--- src/rtl/dct_pkg.sv ---
// Shared sizes, bank-state encoding and index types for the row-DCT
// sequencer and its transpose buffer.
package dct_pkg;

  localparam int N     = 8;
  localparam int IN_W  = 11;
  localparam int CO_W  = 14;
  localparam int IDX_W = $clog2(N);

  typedef enum logic [1:0] {
    EMPTY,
    FILL,
    WAIT,
    FULL
  } bank_st_t;

  typedef logic [IDX_W-1:0] row_idx_t;
  typedef logic [IDX_W-1:0] col_idx_t;

endpackage

--- src/rtl/dct_tbuf.sv ---
// Two-bank transpose buffer: rows are written whole, columns are read whole.
// Contents are data only and carry no reset.
module dct_tbuf
  import dct_pkg::*;
(
  input  logic                   clk,
  input  logic                   wr_en,
  input  logic                   wr_bank,
  input  row_idx_t               wr_row,
  input  logic signed [CO_W-1:0] wr_data [N],
  input  logic                   rd_bank,
  input  col_idx_t               rd_col,
  output logic signed [CO_W-1:0] rd_data [N]
);

  logic signed [CO_W-1:0] mem [2][N][N];

  always_ff @(posedge clk) begin
    if (wr_en) begin
      for (int c = 0; c < N; c++) begin
        mem[wr_bank][wr_row][c] <= wr_data[c];
      end
    end
  end

  always_comb begin
    for (int r = 0; r < N; r++) begin
      rd_data[r] = mem[rd_bank][r][rd_col];
    end
  end

endmodule

--- src/rtl/dct_row_sched.sv ---
// Row issue, coefficient capture and column drain around the row_dct core,
// using a ping-pong transpose buffer so both sides run one block per N cycles.
module dct_row_sched #(
  parameter int N    = dct_pkg::N,
  parameter int IN_W = dct_pkg::IN_W,
  parameter int CO_W = dct_pkg::CO_W
) (
  input  logic                   i_clk,
  input  logic                   i_rst,
  input  logic                   i_valid,
  output logic                   o_ready,
  input  logic signed [IN_W-1:0] i_data0,
  input  logic signed [IN_W-1:0] i_data1,
  input  logic signed [IN_W-1:0] i_data2,
  input  logic signed [IN_W-1:0] i_data3,
  input  logic signed [IN_W-1:0] i_data4,
  input  logic signed [IN_W-1:0] i_data5,
  input  logic signed [IN_W-1:0] i_data6,
  input  logic signed [IN_W-1:0] i_data7,
  output logic                   o_core_valid,
  output logic signed [IN_W-1:0] o_core_data0,
  output logic signed [IN_W-1:0] o_core_data1,
  output logic signed [IN_W-1:0] o_core_data2,
  output logic signed [IN_W-1:0] o_core_data3,
  output logic signed [IN_W-1:0] o_core_data4,
  output logic signed [IN_W-1:0] o_core_data5,
  output logic signed [IN_W-1:0] o_core_data6,
  output logic signed [IN_W-1:0] o_core_data7,
  input  logic                   i_core_valid,
  input  logic signed [CO_W-1:0] i_core_data0,
  input  logic signed [CO_W-1:0] i_core_data1,
  input  logic signed [CO_W-1:0] i_core_data2,
  input  logic signed [CO_W-1:0] i_core_data3,
  input  logic signed [CO_W-1:0] i_core_data4,
  input  logic signed [CO_W-1:0] i_core_data5,
  input  logic signed [CO_W-1:0] i_core_data6,
  input  logic signed [CO_W-1:0] i_core_data7,
  output logic                   o_valid,
  input  logic                   i_ready,
  output logic signed [CO_W-1:0] o_col_data0,
  output logic signed [CO_W-1:0] o_col_data1,
  output logic signed [CO_W-1:0] o_col_data2,
  output logic signed [CO_W-1:0] o_col_data3,
  output logic signed [CO_W-1:0] o_col_data4,
  output logic signed [CO_W-1:0] o_col_data5,
  output logic signed [CO_W-1:0] o_col_data6,
  output logic signed [CO_W-1:0] o_col_data7,
  output logic [2:0]             o_col_idx,
  output logic                   o_last,
  output logic                   o_err
);

  import dct_pkg::*;

  localparam logic [IDX_W-1:0] LAST = IDX_W'(N - 1);

  bank_st_t st [2];
  bank_st_t st_nxt [2];
  logic     wp, cp, rp;
  row_idx_t ir, cr;
  col_idx_t col;
  logic     err;
  logic     accept, cap_ok, cap, spurious, drain;

  logic signed [CO_W-1:0] wr_data [N];
  logic signed [CO_W-1:0] rd_data [N];

  assign o_ready  = (st[wp] == EMPTY) || (st[wp] == FILL);
  assign accept   = i_valid && o_ready;
  assign cap_ok   = (st[cp] == FILL) || (st[cp] == WAIT);
  assign cap      = i_core_valid && cap_ok;
  assign spurious = i_core_valid && !cap_ok;
  assign o_valid  = (st[rp] == FULL);
  assign drain    = o_valid && i_ready;

  assign o_core_valid = accept;
  assign o_core_data0 = i_data0;
  assign o_core_data1 = i_data1;
  assign o_core_data2 = i_data2;
  assign o_core_data3 = i_data3;
  assign o_core_data4 = i_data4;
  assign o_core_data5 = i_data5;
  assign o_core_data6 = i_data6;
  assign o_core_data7 = i_data7;

  // The three events can only ever target a bank in disjoint states, so
  // their updates never collide on the same bank in one cycle.
  always_comb begin
    st_nxt[0] = st[0];
    st_nxt[1] = st[1];
    if (accept) st_nxt[wp] = (ir == LAST) ? WAIT : FILL;
    if (cap && (cr == LAST)) st_nxt[cp] = FULL;
    if (drain && (col == LAST)) st_nxt[rp] = EMPTY;
  end

  always_ff @(posedge i_clk) begin
    if (i_rst) begin
      st[0] <= EMPTY;
      st[1] <= EMPTY;
      wp    <= 1'b0;
      cp    <= 1'b0;
      rp    <= 1'b0;
      ir    <= '0;
      cr    <= '0;
      col   <= '0;
      err   <= 1'b0;
    end else begin
      st[0] <= st_nxt[0];
      st[1] <= st_nxt[1];
      if (accept) begin
        ir <= (ir == LAST) ? '0 : ir + 1'b1;
        if (ir == LAST) wp <= ~wp;
      end
      if (cap) begin
        cr <= (cr == LAST) ? '0 : cr + 1'b1;
        if (cr == LAST) cp <= ~cp;
      end
      if (drain) begin
        col <= (col == LAST) ? '0 : col + 1'b1;
        if (col == LAST) rp <= ~rp;
      end
      if (spurious) err <= 1'b1;
    end
  end

  assign wr_data[0] = i_core_data0;
  assign wr_data[1] = i_core_data1;
  assign wr_data[2] = i_core_data2;
  assign wr_data[3] = i_core_data3;
  assign wr_data[4] = i_core_data4;
  assign wr_data[5] = i_core_data5;
  assign wr_data[6] = i_core_data6;
  assign wr_data[7] = i_core_data7;

  dct_tbuf u_tbuf (
    .clk     (i_clk),
    .wr_en   (cap),
    .wr_bank (cp),
    .wr_row  (cr),
    .wr_data (wr_data),
    .rd_bank (rp),
    .rd_col  (col),
    .rd_data (rd_data)
  );

  assign o_col_data0 = rd_data[0];
  assign o_col_data1 = rd_data[1];
  assign o_col_data2 = rd_data[2];
  assign o_col_data3 = rd_data[3];
  assign o_col_data4 = rd_data[4];
  assign o_col_data5 = rd_data[5];
  assign o_col_data6 = rd_data[6];
  assign o_col_data7 = rd_data[7];
  assign o_col_idx   = col;
  assign o_last      = (col == LAST);
  assign o_err       = err;

endmodule

--- config.mk ---
export PLATFORM = sky130hd
export DESIGN_NAME = dct_row_sched
export DESIGN_NICKNAME = d
export VERILOG_FILES = /design/src/rtl/dct_pkg.sv /design/src/rtl/dct_tbuf.sv /design/src/rtl/dct_row_sched.sv
export SDC_FILE = /design/constraint.sdc
export NUM_CORES = 2
export LEC_CHECK = 0
export CELL_PAD_IN_SITES_DETAIL_PLACEMENT = 1
export CELL_PAD_IN_SITES_GLOBAL_PLACEMENT = 2
export CORE_AREA = 2 2 410 412
export CTS_CLUSTER_SIZE = 40
export DETAILED_ROUTE_END_ITERATION = 8
export DIE_AREA = 0 0 412 414
export PLACE_DENSITY = 0.88
export SLEW_MARGIN = 20
export SYNTH_ARGS = -nofsm -noshare
export SYNTH_HDL_FRONTEND = slang
export SYNTH_SLANG_ARGS = --single-unit
--- constraint.sdc ---
create_clock -name i_clk -period 10.7 [get_ports i_clk]
set_input_delay 1.605 -clock i_clk [delete_from_list [all_inputs] [get_ports i_clk]]
set_output_delay 1.605 -clock i_clk [all_outputs]
set_load 0.1 [all_outputs]
# --- Word level (Yosys, flattened, before mapping) ---
# Memory sizes are Yosys's and may differ from the RTL's. A register that Yosys moved wholly into a read port is not among the register bits.
# Index checks and enable logic that the tools add are counted.
totals:
  ff_bits: 13
  mem_bits_rw: 1796
  out_inout_bits: 208
  elab_cells: 12678
  n_memories: 2
mem_list:
  columns: ["name", "words", "width", "read_ports", "rd_clocked_by_memory_dff", "write_ports", "line_no", "text"]
  rows:
  - ["u_tbuf.mem", 2, 896, 1, 1, 1, "dct_tbuf.sv:16", "logic signed [CO_W-1:0] mem [2][N][N];"]
  - ["st", 2, 2, 5, 3, 2, "dct_row_sched.sv:57", "bank_st_t st [2];"]
op_classes:
  add_sub_neg: 3
  n_lt_le_gt_ge: 9
  n_eq_ne: 7
  muxes: 6348
  n_bitwise: 6285
  n_reduce_logical: 17
op_table:
  columns: ["operator", "n"]
  rows:
  - ["896-bit two-way mux", 8]
  - ["1-bit two-way mux", 6284]
  - ["1-bit OR", 6274]
  - ["112-bit demux with 3-bit select", 8]
  - ["14-bit binary-select mux with 3-bit select", 8]
  - ["14-bit two-way mux", 17]
  - ["112-bit two-way mux", 1]
  - ["98-bit two-way mux", 1]
  - ["84-bit two-way mux", 1]
  - ["70-bit two-way mux", 1]
  - ["56-bit two-way mux", 1]
  - ["42-bit two-way mux", 1]
  - ["28-bit two-way mux", 1]
  - ["2-bit two-way mux", 6]
  - ["4-bit two-way mux", 3]
  - ["1-bit logical AND", 10]
  - ["3-bit by 1-bit adder with 3-bit output, second input constant", 3]
  - ["3-bit equality test, second input constant", 3]
  - ["3-bit two-way mux", 3]
  - ["4-bit greater-or-equal comparator, second input constant", 2]
  - ["3-bit NOT with 4-bit output", 2]
  - ["2-bit demux with 1-bit select", 3]
  - ["2-bit greater-or-equal comparator, second input constant", 3]
  - ["2-bit by 1-bit less-than comparator with 1-bit output, second input constant", 3]
  - ["other kinds (13)", 22]

# --- Logic depth before layout (Yosys ltp) ---
depth:
  depth_word: 13
  mapped_depth: 8

# --- By module ---
# Synthesis repeated with hierarchy kept, for this count alone.
hier_totals:
  cells_unflattened: 4840
  area_unflattened_um2: 76154.3
modules_own_cells:
  columns: ["module", "instances", "cells_per_inst", "area_per_inst_um2"]
  rows:
  - ["dct_tbuf", 1, 4655, 74547.7]
  - ["dct_row_sched", 1, 185, 1606.5]

# --- Worst setup path after synthesis ---
# No wires, ideal clock.
synth_path:
  path_type: "input to register"
  startpoint: "input port i_core_valid"
  endpoint: "memory u_tbuf.mem[0][224] (netlist name) (enable)"
  arrival_ns: 7.405
  t_required_ns: 10.105
  setup_slack_ns: 2.699
  stages: 7
  path_buffers: 3
  cell_sequence: "nor2b_1 a22o_1 buf_2 and2_1 buf_2 buf_2 nor2b_1"
synth_via:
  elab_chain_cells: 10
synth_rtl:
  columns: ["item", "line_no", "text"]
  rows:
  - ["start: declaration", "dct_row_sched.sv:29", "input logic i_core_valid,"]
  - ["1-bit logical AND (*)", "dct_row_sched.sv:71", "assign cap = i_core_valid && cap_ok;"]
  - ["1-bit two-way mux (*)", "dct_tbuf.sv:19", "if (wr_en) begin"]
  - ["896-bit two-way mux (implied by the code)", "dct_tbuf.sv:21", "mem[wr_bank][wr_row][c] <= wr_data[c];"]
  - ["1-bit OR (no line) (6 in a row)", null, null]
  - ["1-bit OR (no line) (*)", null, null]
  - ["end: declaration", "dct_tbuf.sv:16", null]
# Every way passes the cells marked *; elsewhere a longest branch is shown, timed or not.

==> impl_metrics.yaml <==
global_routing:
  grt_pass1_wl_microns: 348000
  antenna_found_initial: 35
  grt_pass1_vias: 45071
  grt_overflow: 0
  grt_usage_pct: 29.2
  met3_usage_pct: 6.51
  globalRouteMet1Util_pct: 36.6
  top_usage_layer: "met2"
  grt_max_degree: 159
  gr-usage-met2_pct: 46.8
sta:
  max_freq_ghz: 0.146
  period_share_pct: 64.1
  rsz0062_at_grt: "false"
  fin_crit_ps: 6850
  skew_ps: 33.1
  tightest_slew_ps: 1260
  tns_ps: 0
  slew_violations: 0
  setup-violations-final: 0
  slew_headroom_pct: 15.9
  final-hold-violation-count: 0
  holdWs_ps: 470
placement:
  place_inst: 6157
  hpwl_microns: 148000
  port-buffer-count: 236
  routabilityCongestion: 0.811
worst_setup_path:
  cp_max_fo: 36
  crit_slowest_cell: "clkdlybuf4s50_1"
  startpoint_type: "flip-flop"
  cp.arrival_ps: 5250
  slowest_delay_ps: 1070
  worstSetupPathType: "reg2out"
  crit_chain: "buf_4 -> buf_4 -> mux4_2 -> a22oi_1 -> nand2_1 -> clkdlybuf4s50_1"
  cp_data_required_time_ps: 9100
  cp_common_cell: "buf_4"
  crit_family: "buffers and inverters"
  crit_path_end_kind: "output port"
  path_buf_inv: 3
cells_and_area:
  post-route-util_pct: 51.4
  multi_input_area_sq_um: 19600
  instances_no_fill: 6491
  drive_gt1_share_pct: 20.1
  regArea_sq_um: 54200
  nNetsFinal: 4344
  nFillCells: 14925
  area_growth_pct: 12.4
route:
  routedWlPerCell_microns: 38.4
  post-route-drc-count: 0
  vias_per_cell: 6.69
  drt_iter0_drc: 6373
  vias: 43432
  first_pass_iters: 6
  drtAntennaViolNets: 0
  wirelength_microns: 249000
die:
  initial_utilization_pct: 45.7
  core_sq_um: 166000
  ios: 413
  rows: 150
  dieArea_sq_um: 171000
  die_height_microns: 414
  fp.dieW_microns: 412
cts:
  clk_latency_ps: 840
  htreeDepth: 4
  cts_sinks: 1812
  postCtsHoldBufs: 0
  postCtsResizedCells: 0
  post-cts-setup-buffer-count: 0
  root_buffer: "clkbuf_16"
  cts_buffers: 177
  ctsLongestPathBuffers: 3
  tritoncts: "done"
  clkSlewWorstSetupHoldPaths_ps: 60
power:
  p_leak_uw: 0.0298
  peakVddDrop_uv: 188
  total_power_uw: 14600
  powerDensity_nw_per_um2: 171
worst_hold_path:
  hold_class: "reg2reg"
logic_synthesis:
  synth.yosys.seq_area_share_pct: 71.3
  ys_ff_latch: 1812
  postSynthCellCount: 4073
  syn_nets: 4285
  avgSynthCellArea_sq_um: 18.7
  yosysWarnings: 0
  ys_types: 37
  synth.cell_area_sq_um: 76000
outcome:
  status: "completed"
job:
  maxCapViolCount: 0
[per-stage QoR]
stage               worst slack (ps)  cell area [sq um]
floorplan                       2700              76000
global placement                4630              79800
detailed placement              4630              79800
CTS                             3740              85400
global route                    3560              85400
finish                          3850              85400
[flip-flops by register name, summed over array words and instances (netlist names), named ones only]
register / flops
o_err: 1
ir: 3
st: 4
u_tbuf.mem: 1792
wp: 1
rp: 1
cp: 1
o_col_idx: 3
cr: 3
[placed cells by master, fill, tap and decap left out, types with 10 or more instances in the layout]
master	instances
dfxtp_1	18
nor2_1	10
clkdlybuf4s50_1	215
a22oi_1	224
clkinv_1	46
a21oi_2	14
buf_4	97
buf_2	13
clkbuf_1	39
bufinv_16	14
diode_2	12
a21oi_1	106
nand2_1	119
inv_1	16
edfxtp_1	1792
clkbuf_16	182
mux4_2	448
nor2b_4	10
a21o_1	784
clkinv_2	24
[cell type report]
cell class	count	area share, %
clock inverters	101	1.06
inverters	16	0.0703
well taps	2204	3.23
repair buffers	336	3.69
diodes	12	0.0351
flip-flops and latches	1812	63.5
multi-input cells	1789	23.0
clock buffers	221	5.50
[worst paths after layout]
| kind | from | to | slack (ps) | cells after the start |
|---|---|---|---|---|
| worst max register to register | cr[0] | u_tbuf.mem[0][502] | 6290 | 7 |
| worst min-delay path | o_err | o_err | 470 | 2 |
| worst min register to register | o_err | o_err | 470 | 2 |
| worst max-delay path | flip-flop | o_col_data6[1] | 3850 | 6 |
[kinds of logic (layout without fill, tap and decap cells)]
logic type / after synthesis / after routing / synth area share [%]
fa+ha+maj: 7 / 7 / 0.115
simple gates: 182 / 182 / 1.10
flops: 1812 / 1812 / 71.3
buf+inv: 472 / 674 / 3.10
xor+xnor: 3 / 3 / 0.0346
other cells: 0 / 12 / 0
mux: 457 / 457 / 13.4
compound gates: 1140 / 1140 / 10.9
[routing by layer]
metal  vias to the layer above  wire [microns]
met2                      2995          121000
li1                      16719               -
met1                     23108           85100
met5                         -              73
met4                        12           16400
met3                       598           27200
[report_power, final]
part	internal, uW	switching, uW	total (uW)
Combinational	172	465	637
Clock	3450	2710	6170
Sequential	7830	8.27	7840
[worst reg2reg max path, stage by stage (launching register included)]
cell	delay (ps)
dfxtp_1	690
nand2_1	140
nor2_2	110
buf_4	380
and2_4	670
nor2b_4	660
buf_4	570
buf_4	770
[cells in the mapped netlist]
library cell / n / share of area [%]
or3_1: 3 / 0.025
o21bai_1: 1 / 0.0099
ha_1: 7 / 0.12
nor2_1: 12 / 0.059
a21o_1: 784 / 7.7
a21oi_2: 14 / 0.16
and3_1: 12 / 0.099
and3b_1: 3 / 0.035
dfxtp_1: 20 / 0.53
mux2i_1: 9 / 0.12
nand2b_1: 1 / 0.0082
mux4_2: 448 / 13
xor2_1: 3 / 0.035
o211ai_1: 1 / 0.0099
nor2b_1: 11 / 0.091
nor3_2: 1 / 0.013
buf_6: 9 / 0.13
buf_4: 102 / 1.0
buf_1: 127 / 0.63
o21ai_0: 3 / 0.020
a31o_2: 2 / 0.023
clkbuf_1: 109 / 0.54
nand3b_1: 1 / 0.0099
a21oi_1: 106 / 0.70
a31oi_1: 2 / 0.016
nor3b_2: 3 / 0.049
or2_2: 2 / 0.016
edfxtp_1: 1792 / 71
nand2_1: 119 / 0.59
and2_1: 10 / 0.082
clkbuf_2: 2 / 0.013
a22oi_1: 224 / 2.2
buf_2: 107 / 0.70
a22o_1: 1 / 0.012
a221oi_1: 2 / 0.023
inv_1: 16 / 0.079
nand3_1: 4 / 0.026
No activity file was read; power rests on OpenSTA's default activity.
